$ cat config.mk
export PLATFORM = sky130hd
export DESIGN_NAME = prescale_blink_bank
export DESIGN_NICKNAME = d
export VERILOG_FILES = /design/src/rtl/prescale_blink_bank.sv
export SDC_FILE = /design/constraint.sdc
export NUM_CORES = 1
export LEC_CHECK = 0
export BUFFER_PORTS_ARGS = -buffer_cell sky130_fd_sc_hd__buf_2
export CAP_MARGIN = 20
export CORE_ASPECT_RATIO = 0.75
export CORE_UTILIZATION = 64
export CTS_BUF_LIST = sky130_fd_sc_hd__clkbuf_4 sky130_fd_sc_hd__clkbuf_8
export DETAILED_ROUTE_END_ITERATION = 8
export GPL_ROUTABILITY_DRIVEN = 0
export GPL_TIMING_DRIVEN = 1
export PLACE_DENSITY_LB_ADDON = 0.1
export SLEW_MARGIN = 20
export SYNTH_ARGS = -nofsm -noshare
export SYNTH_HDL_FRONTEND = slang
export SYNTH_SLANG_ARGS = --single-unit
$ cat constraint.sdc
create_clock -name clk_i -period 4.75 [get_ports clk_i]
set_input_delay 0.95 -clock clk_i [delete_from_list [all_inputs] [get_ports clk_i]]
set_output_delay 0.95 -clock clk_i [all_outputs]
set_load 0.03 [all_outputs]
$ cat src/rtl/prescale_blink_bank.sv
`default_nettype none
// ============================================================================
// prescale_blink_bank : shared power-of-two prescaler driving N blink channels
// Rev 1.0
// ============================================================================
module prescale_blink_bank #(
  parameter int unsigned PRESCALE_W = 8,
  parameter int unsigned CHANNELS   = 4,
  parameter int unsigned BLINK_W    = 24
) (
  input  logic                    clk_i,
  input  logic                    rst_i,
  input  logic [PRESCALE_W-1:0]   sel_i,
  input  logic                    load_i,
  input  logic [CHANNELS-1:0]     chan_en_i,
  input  logic [2*CHANNELS-1:0]   mode_i,
  output logic                    tick_o,
  output logic [CHANNELS-1:0]     blink_o,
  output logic [CHANNELS-1:0]     wrap_o
);

  localparam logic [1:0] MODE_TOGGLE  = 2'b00;
  localparam logic [1:0] MODE_PULSE   = 2'b01;
  localparam logic [1:0] MODE_ONESHOT = 2'b10;
  localparam logic [1:0] MODE_OFF     = 2'b11;

  logic [PRESCALE_W-1:0] p_q, p_d;
  logic [PRESCALE_W-1:0] sel_q, sel_d;
  logic                  tick_q, tick_d;
  logic [PRESCALE_W-1:0] tick_mask;

  // The highest set bit of sel_q wins, so later loop iterations override earlier ones.
  always_comb begin
    tick_mask = '0;
    for (int i = 0; i < PRESCALE_W; i++) begin
      if (sel_q[i]) tick_mask = {PRESCALE_W{1'b1}} >> (PRESCALE_W - i);
    end
  end

  always_comb begin
    sel_d  = sel_q;
    p_d    = p_q + PRESCALE_W'(1);
    if (load_i) begin
      sel_d = sel_i;
      p_d   = '0;
    end
    tick_d = (sel_q != '0) && ((p_q & tick_mask) == '0);
  end

  always_ff @(posedge clk_i) begin
    if (rst_i) begin
      p_q    <= '0;
      sel_q  <= '0;
      tick_q <= 1'b0;
    end else begin
      p_q    <= p_d;
      sel_q  <= sel_d;
      tick_q <= tick_d;
    end
  end

  assign tick_o = tick_q;

  genvar c;
  generate
    for (c = 0; c < CHANNELS; c++) begin : g_chan
      logic [BLINK_W-1:0] cnt_q, cnt_d;
      logic [1:0]         mode_q;
      logic               blink_q, blink_d;
      logic               wrap_q, wrap_d;
      logic [1:0]         mode_in;

      assign mode_in = mode_i[2*c +: 2];

      // A mode change outranks the enable and any tick landing in the same cycle.
      always_comb begin
        cnt_d  = cnt_q;
        wrap_d = 1'b0;
        if ((mode_q != mode_in) || !chan_en_i[c] || (mode_q == MODE_OFF)) begin
          cnt_d = '0;
        end else if (tick_q) begin
          if (mode_q == MODE_ONESHOT) begin
            if (!cnt_q[BLINK_W-1]) cnt_d = cnt_q + BLINK_W'(1);
          end else begin
            cnt_d  = cnt_q + BLINK_W'(1);
            wrap_d = &cnt_q;
          end
        end
        blink_d = (mode_q == MODE_PULSE) ? wrap_d : cnt_d[BLINK_W-1];
      end

      always_ff @(posedge clk_i) begin
        if (rst_i) begin
          cnt_q   <= '0;
          mode_q  <= MODE_TOGGLE;
          blink_q <= 1'b0;
          wrap_q  <= 1'b0;
        end else begin
          cnt_q   <= cnt_d;
          mode_q  <= mode_in;
          blink_q <= blink_d;
          wrap_q  <= wrap_d;
        end
      end

      assign blink_o[c] = blink_q;
      assign wrap_o[c]  = wrap_q;
    end
  endgenerate

endmodule
`default_nettype wire

; Word level (Yosys, flattened, before mapping)
; Index checks and enable logic that the tools add are counted.
[word_totals]
reg_bits = 129
latch_bits = 0
mem_bits_rw = 0
rom_bits = 0
output_inout_bits = 9
wordCells = 116
mem_count = 0
[op_classes]
add_sub_neg = 5
multipliers = 0
div_mod_pow = 0
n_lt_le_gt_ge = 0
n_eq_ne = 20
n_shift = 0
muxes = 39
bitwise_logic = 1
reduce_logical = 28
[op_table]
columns = op, n
row1 = 2-to-1 mux 24 bit, 16
row2 = adder 24 x 1 -> 24 bit (second input constant), 4
row3 = AND reduction 24 bit, 4
row4 = 2-to-1 mux 8 bit, 6
row5 = 2-to-1 mux 1 bit, 17
row6 = == test 2 bit (second input constant), 8
row7 = OR reduction 2 bit, 5
row8 = adder 8 x 1 -> 8 bit (second input constant), 1
row9 = bitwise AND 8 bit, 1
row10 = == test 2 x 1 -> 1 bit (second input constant), 4
row11 = logical NOT 8 bit, 1
row12 = logical OR 1 bit, 8
row13 = inequality test 2 bit, 4
row14 = inequality test 2 bit (second input constant), 4
row15 = AND reduction 2 bit, 4
row16 = nonzero test 8 bit, 1
row17 = logical NOT 1 bit, 4
row18 = logical AND 1 bit, 1

; Longest topological paths before layout
; Gate-level depths: netlist (run 1).
[depth]
depth_word = 10
depth_mapped = 11

; Worst setup path before layout (run 1)
; No wires, ideal clock.
[synth_timing]
path_kind = register to register
startpoint = reg g_chan[2].cnt_q[2]
endpoint = reg g_chan[2].blink_q
setup_ps = 131
arrival_time_ps = 2198
setup_slack_ps = 2421
stages_incl_launch_ff = 11
path_buffers = 2
period_less_slack_ps = 2329
path_cell_list = dfxtp_1 nand4_1 or4_1 buf_2 clkbuf_1 nor2_1 nand2_1 ha_1 o211a_1 o2111ai_1 o41ai_1
[synth_between]
elab_chain_cells = 6
word_cells_on_any_way = 10
cone_classes = add/sub (1) / mux (8) / reduce/logical (1)
[synth_lines]
columns = item, line
row1 = "start, declared", 67  ; logic [BLINK_W-1:0] cnt_q, cnt_d;
row2 = "start signal, assigned", 99  ; cnt_q <= cnt_d;
row3 = adder 24 x 1 -> 24 bit, "83, 85"
row4 = 2-to-1 mux 24 bit, 83  ; if (!cnt_q[BLINK_W-1]) cnt_d = cnt_q + BLINK_W'(1);
row5 = 2-to-1 mux 24 bit, 82  ; if (mode_q == MODE_ONESHOT) begin
row6 = 2-to-1 mux 24 bit, 81  ; end else if (tick_q) begin
row7 = 2-to-1 mux 24 bit, 79  ; if ((mode_q != mode_in) || !chan_en_i[c] || (mode_q == MODE_OFF)) begin
row8 = 2-to-1 mux 1 bit *, 89  ; blink_d = (mode_q == MODE_PULSE) ? wrap_d : cnt_d[BLINK_W-1];
row9 = "end signal, assigned", 101  ; blink_q <= blink_d;
row10 = "end, declared", 69  ; logic blink_q, blink_d;
; Mark *: on every way between the ends. The rest lies on a longest branch, timed or not. The select of a mux whose other input is x is not followed.
; A chain may end at the register's enable or synchronous reset.

; Worst setup path in the final report (run 1)
[layout_timing]
startpoint = reg tick_q, in the netlist tick_o
endpoint = out tick_o
[layout_lines]
columns = item, line
row1 = "start, declared", 29  ; logic tick_q, tick_d;
row2 = "start signal, assigned", 58  ; tick_q <= tick_d;
row3 = "end, declared", 17  ; output logic tick_o,
; No word-level cell between the ends.

==> qor.yml, run 1 <==
layout_min_cycle_time_ps: 2650
synth.cell_area_um2: 6170
die_x_um: 115
rsz0062_at_grt: "false"
yosysWarnings: 0
grt-ovfl-total: 0
drt_iter0_drc: 372
min_to: "p_q[0]"
cts_tree: "built"
status: "finished, final reports clean"
grt_usage_pct: 27.8
r2r_start: "tick_o"
multi_input_area_um2: 3370
syn_inst: 725
area_delta_synth_final_pct: 9.30
nFillCells: 709
synth.area.top_cells: "dfxtp_1 42%, or4_1 5.8%, o31ai_1 5.4%"
clk_pin_slew_ps: 70
fmax_mhz: 377
netSwitchingFraction_pct: 21.9
layout.nets: 768
viasPerCell: 6.26
grt_pass1_vias: 4910
crit_start: "tick_o"
min_path_type: "reg -> reg"
crit_type: "reg -> out"
dp_hpwl_um: 8840
p_per_area_nw_per_um2: 325
dr_total_vias: 5487
clk_path_buf_depth: 2
cp.required_ps: 3800
timing.hold.ws_ps: 458
slew_violations: 0
start_kind: "flip-flop"
p_int_uw: 1710
layout-drive-gt1-share_pct: 9.88
cts_root_buffer: "clkbuf_8"
insertion_delay_ps: 430
cp_max_fo: 29
die_area_um2: 10000
reg2reg_to: "g_chan[1].cnt_q[16]"
fin_worst_skew_ps: 6.01
max-vdd-ir-drop_mv: 0.423
antenna_found_initial: 0
seqCellArea_um2: 2560
cts_buffers: 17
rows: 30
whs_path_depth: 1
clkPwrFrac_pct: 46.3
grt_pass1_wl_um: 22300
antenna_cells: 0
core_um2: 9200
power_frac_comb_pct: 3.7
syn-num-nets: 757
synth_top_area_cell: "dfxtp_1"
post_cts_buffers: 0
synth_top_area_share_pct: 41.5
seqPwrFrac_pct: 50.0
tns_ps: 0
seq_area_frac_synth_pct: 41.5
ant_nets: 0
cts_sinks: 128
start_util_pct: 67.1
ios: 32
slew_headroom_pct: 35.7
firstDrtPassIters: 5
final_common_cell: "dfxtp_1"
ctsHoldBuffers: 0
wl_um: 13300
die_y_um: 87.1
cts-htree-levels: 4
worstHoldStart: "p_q[0]"
r2r_slack_ps: 2110
tightestPinTransition_ps: 964
io_buffer_count: 31
switching_power_uw: 481
syn_avg_cell_area_um2: 8.52
synth.distinct_cells: 49
wl_per_cell_um: 15.2
fin_crit_sh_pct: 55.9
total_leakage_power_uw: 0.00214
ys_ff_latch: 128
layout_common_cells: "128 x dfxtp_1, 64 x a21oi_1, 61 x nor2_1"
cts.repair.resized: 0
finalSetupViolations: 0
end_kind: "output pin"
grt_max_degree: 30
finalHoldViolations: 0
reg2reg_depth: 5
maxCapViolCount: 0
crit_arrival_ps: 1700
drc: 0
==> layer usage <==
metal	share of wire (%)	track usage, %	wire (um)	up-vias
li1	-	-	-	2725
met1	48	37.3	6380	2609
met2	46	44.2	6160	135
met3	4.8	6.47	639	18
met4	0.96	9.45	128	0
met5	0	0	0	-
==> cells by family (layout without fill, tap and decap cells) <==
| logic type | after synthesis | after routing | share of synthesized area, % |
|---|---|---|---|
| and+or+nand+nor | 340 | 340 | 30.9 |
| AOI/OAI and AO/OA | 146 | 146 | 15.1 |
| DFF | 128 | 128 | 41.5 |
| buffers and inverters | 56 | 80 | 3.91 |
| xor gates and xnor gates | 38 | 38 | 5.39 |
| adders and majority gates | 9 | 9 | 1.82 |
| muxes | 8 | 8 | 1.30 |
==> sequential cells by signal (all words and copies together) (netlist names) <==
| register | flops |
|---|---|
| g_chan.blink_q | 4 |
| g_chan.wrap_q | 4 |
| p_q | 7 |
| g_chan.mode_q | 8 |
| sel_q | 8 |
| tick_o | 1 |
| g_chan.cnt_q | 96 |
==> cell usage after synthesis, drive strengths merged <==
| cell type | instances |
|---|---|
| buf | 11 |
| and2 | 9 |
| a32oi | 1 |
| o41ai | 1 |
| a31o | 1 |
| nor3 | 9 |
| o21ai | 16 |
| o32ai | 1 |
| dfxtp | 128 |
| a32o | 2 |
| clkbuf | 29 |
| ha | 9 |
| mux2i | 8 |
| xnor2 | 11 |
| a21oi | 64 |
| o31a | 1 |
| nand3 | 34 |
| or4 | 48 |
| or3b | 2 |
| inv | 16 |
| o21a | 1 |
| and4 | 9 |
| a2111oi | 2 |
| o211a | 5 |
| nor3b | 1 |
| and3 | 11 |
| nor2 | 61 |
| nand2 | 53 |
| nor4 | 5 |
| nor4b | 3 |
| nand3b | 8 |
| and3b | 1 |
| or2 | 4 |
| xor2 | 27 |
| o211ai | 1 |
| o2111ai | 3 |
| o32a | 1 |
| nand4 | 36 |
| or4b | 2 |
| nor2b | 15 |
| nand2b | 7 |
| o21ba | 2 |
| o31ai | 44 |
| or3 | 22 |
==> area by class of cell <==
type | instances | area share, %
clock buffer | 21 | 4.01
clock inverter | 11 | 2.41
inverter | 16 | 0.890
multi-input combinational | 541 | 49.9
sequential | 128 | 38.0
tap | 128 | 2.37
timing repair buffer | 32 | 2.41
==> power by group through the flow <==
stage | clock network, uW | registers [uW] | logic, uW
2_1_floorplan | 0 | 1120 | 58.0
3_3_place_gp | 0 | 1120 | 76.8
3_5_place_dp | 0 | 1120 | 80.8
4_1_cts | 1030 | 1100 | 81.8
5_1_grt | 1080 | 1100 | 90.4
6_report | 1020 | 1100 | 82.1
==> metrics by stage <==
stage,instances,area [um2],worst slack [ps],utilization (%),total power [uW]
after floorplan,725,6170,2420,-,1170
after global placement,845,6310,2150,68.7,1200
after detailed placement,845,6310,2070,68.7,1200
after CTS,877,6750,2110,73.4,2200
after global routing,877,6750,1840,73.4,2270
final,877,6750,2100,73.4,2190
==> worst max-delay path, cell delays in order, from the launching register on <==
cell and delay, ps:
dfxtp_1 610, buf_4 390, buf_2 270
==> worst max-delay path by stage <==
| stage | end | slack (ps) | cells past startpoint |
|---|---|---|---|
| final | tick_o | 2100 | 2 |
| after detailed placement | g_chan[2].blink_q | 2070 | 5 |
| after floorplan | g_chan[2].blink_q | 2420 | 10 |
| after CTS | tick_o | 2110 | 2 |
| after global routing | g_chan[1].cnt_q[16] | 1840 | 5 |
| after global placement | g_chan[2].blink_q | 2150 | 5 |
No activity file was read; power rests on OpenSTA's default activity.
==> run 2, diff against run 1 <==
Settings changed: CORE_UTILIZATION 64 to 57.
Clock period 4.75 ns to 2.3 ns, I/O delays scaled along.
==> qor.yml, run 2 (synthesis gave the netlist of run 1 again) <==
wl_um: 13800
firstDrtPassIters: 5
die_y_um: 92.1
cts_root_buffer: "clkbuf_8"
switching_power_uw: 1050
nFillCells: 829
crit_type: "reg -> reg"
reg_top3: "g_chan.cnt_q: 96 flops, g_chan.mode_q: 8 flops, sel_q: 8 flops"
status: "finished, final reports clean"
cp.required_ps: 2620
viasPerCell: 6.00
finalHoldViolations: 0
layout-drive-gt1-share_pct: 17.0
p_per_area_nw_per_um2: 659
layout.nets: 808
io_buffer_count: 31
regMostFlops: "g_chan.cnt_q"
antenna_cells: 0
netSwitchingFraction_pct: 22.4
p_int_uw: 3650
p_total_uw: 4700
maxCapViolCount: 0
cts-htree-levels: 4
dr_total_vias: 5553
power_frac_comb_pct: 4.1
crit_buf_inv: 0
end_kind: "flip-flop"
final_common_cell: "dfxtp_1"
ios: 32
cts_buffers: 17
drt_iter0_drc: 353
fin_crit_sh_pct: 96.1
wl_per_cell_um: 14.9
start_kind: "flip-flop"
largest_register_ff_count: 96
die_x_um: 122
seqPwrFrac_pct: 48.0
clk_path_buf_depth: 2
grt_pass1_vias: 5131
drc: 0
dp_hpwl_um: 9670
grt_pass1_wl_um: 23300
total_leakage_power_uw: 0.00236
finalSetupViolations: 0
tightestPinTransition_ps: 527
slew_headroom_pct: 63.9
die_area_um2: 11300
crit_chain: "nand4_1, or2_2, or3_1, ha_1, o211a_1, o2111ai_1, o31ai_1"
ant_nets: 0
insertion_delay_ps: 430
area_delta_synth_final_pct: 15.5
layout_common_cells: "114 x dfxtp_1, 64 x a21oi_1, 61 x nor2_1"
cts_tree: "built"
clk_pin_slew_ps: 80
slew_violations: 0
crit_arrival_ps: 2530
cts_sinks: 128
cp_slowest_cell: "or3_1"
max_stage_delay_ps: 430
grt_max_degree: 25
antenna_found_initial: 0
clkPwrFrac_pct: 47.9
min_path_type: "in -> reg"
cp_max_fo: 6
grt_usage_pct: 25.8
fin_worst_skew_ps: 11.6
grt-ovfl-total: 0
layout_min_cycle_time_ps: 2210
max-vdd-ir-drop_mv: 0.670
tns_ps: 0
start_util_pct: 59.3
fmax_mhz: 452
rows: 32
rsz0062_at_grt: "false"
cp_top_family: "simple AND/OR/NAND/NOR gates"
core_um2: 10400
## run 2: changes by cell type in the layout (fill, tap and decap cells not counted), sizes merged
cell    previous run  this run
clkbuf            21        19
bufinv             4         5
inv               16        18
buf               32        72
clkinv             4         3
## run 2: what timing repair did
item	in CTS	in global routing
hold buffers	0	0
setup endpoints to repair	0	5
setup buffers	0	3
resized for setup	0	21
## run 2: cell type report
| cell class | instances | area [um2] | share of cell area, % |
|---|---|---|---|
| multi-input cells | 541 | 3390 | 47.6 |
| flip-flops and latches | 128 | 2580 | 36.2 |
| repair buffers | 72 | 463 | 6.49 |
| clock buffers | 19 | 255 | 3.58 |
| clock inverters | 13 | 209 | 2.93 |
| well taps | 136 | 170 | 2.39 |
| inverters | 16 | 60.1 | 0.842 |
## run 2: final timing paths
kind | start | endpoint | slack [ps] | cells past startpoint
max reg2reg | g_chan[1].cnt_q[15] | g_chan[1].blink_q | 90 | 7
max | g_chan[1].cnt_q[15] | g_chan[1].blink_q | 90 | 7
min reg2reg | p_q[0] | p_q[0] | 450 | 1
min | sel_i[2] | sel_q[2] | 260 | 3
## run 2: power groups by stage
stage          clock [uW]  combinational (uW)  sequential, uW
3_3_place_gp            0                 179            2310
2_1_floorplan           0                 120            2310
5_1_grt              2390                 209            2260
4_1_cts              2290                 189            2260
3_5_place_dp            0                 188            2310
6_report             2250                 191            2260
## run 2: through the flow
step	instances	util (%)	worst slack [ps]	area (um2)	hold WS (ps)
floorplan	725	-	5.99	6170	422
global placement	890	63.4	86.4	6600	438
detailed placement	890	63.4	47.4	6600	441
CTS	922	67.9	25.4	7070	249
global route	925	68.5	1.79	7130	267
finish	925	68.5	90.0	7130	264
## run 2: worst min-delay path, delay by kind of cell
kind	cells	cell delay, ps
buffers and inverters	1	70
multiplexers	1	50
AND/OR/NAND/NOR	1	70
## run 2: per-layer routing
metal / up-vias / part of all wire, % / GRT usage (%)
met5: - / 0 / 0
met4: 0 / 1.0 / 7.62
met3: 13 / 4.3 / 6.09
met2: 130 / 44 / 40.3
met1: 2608 / 51 / 35.2
li1: 2802 / - / -
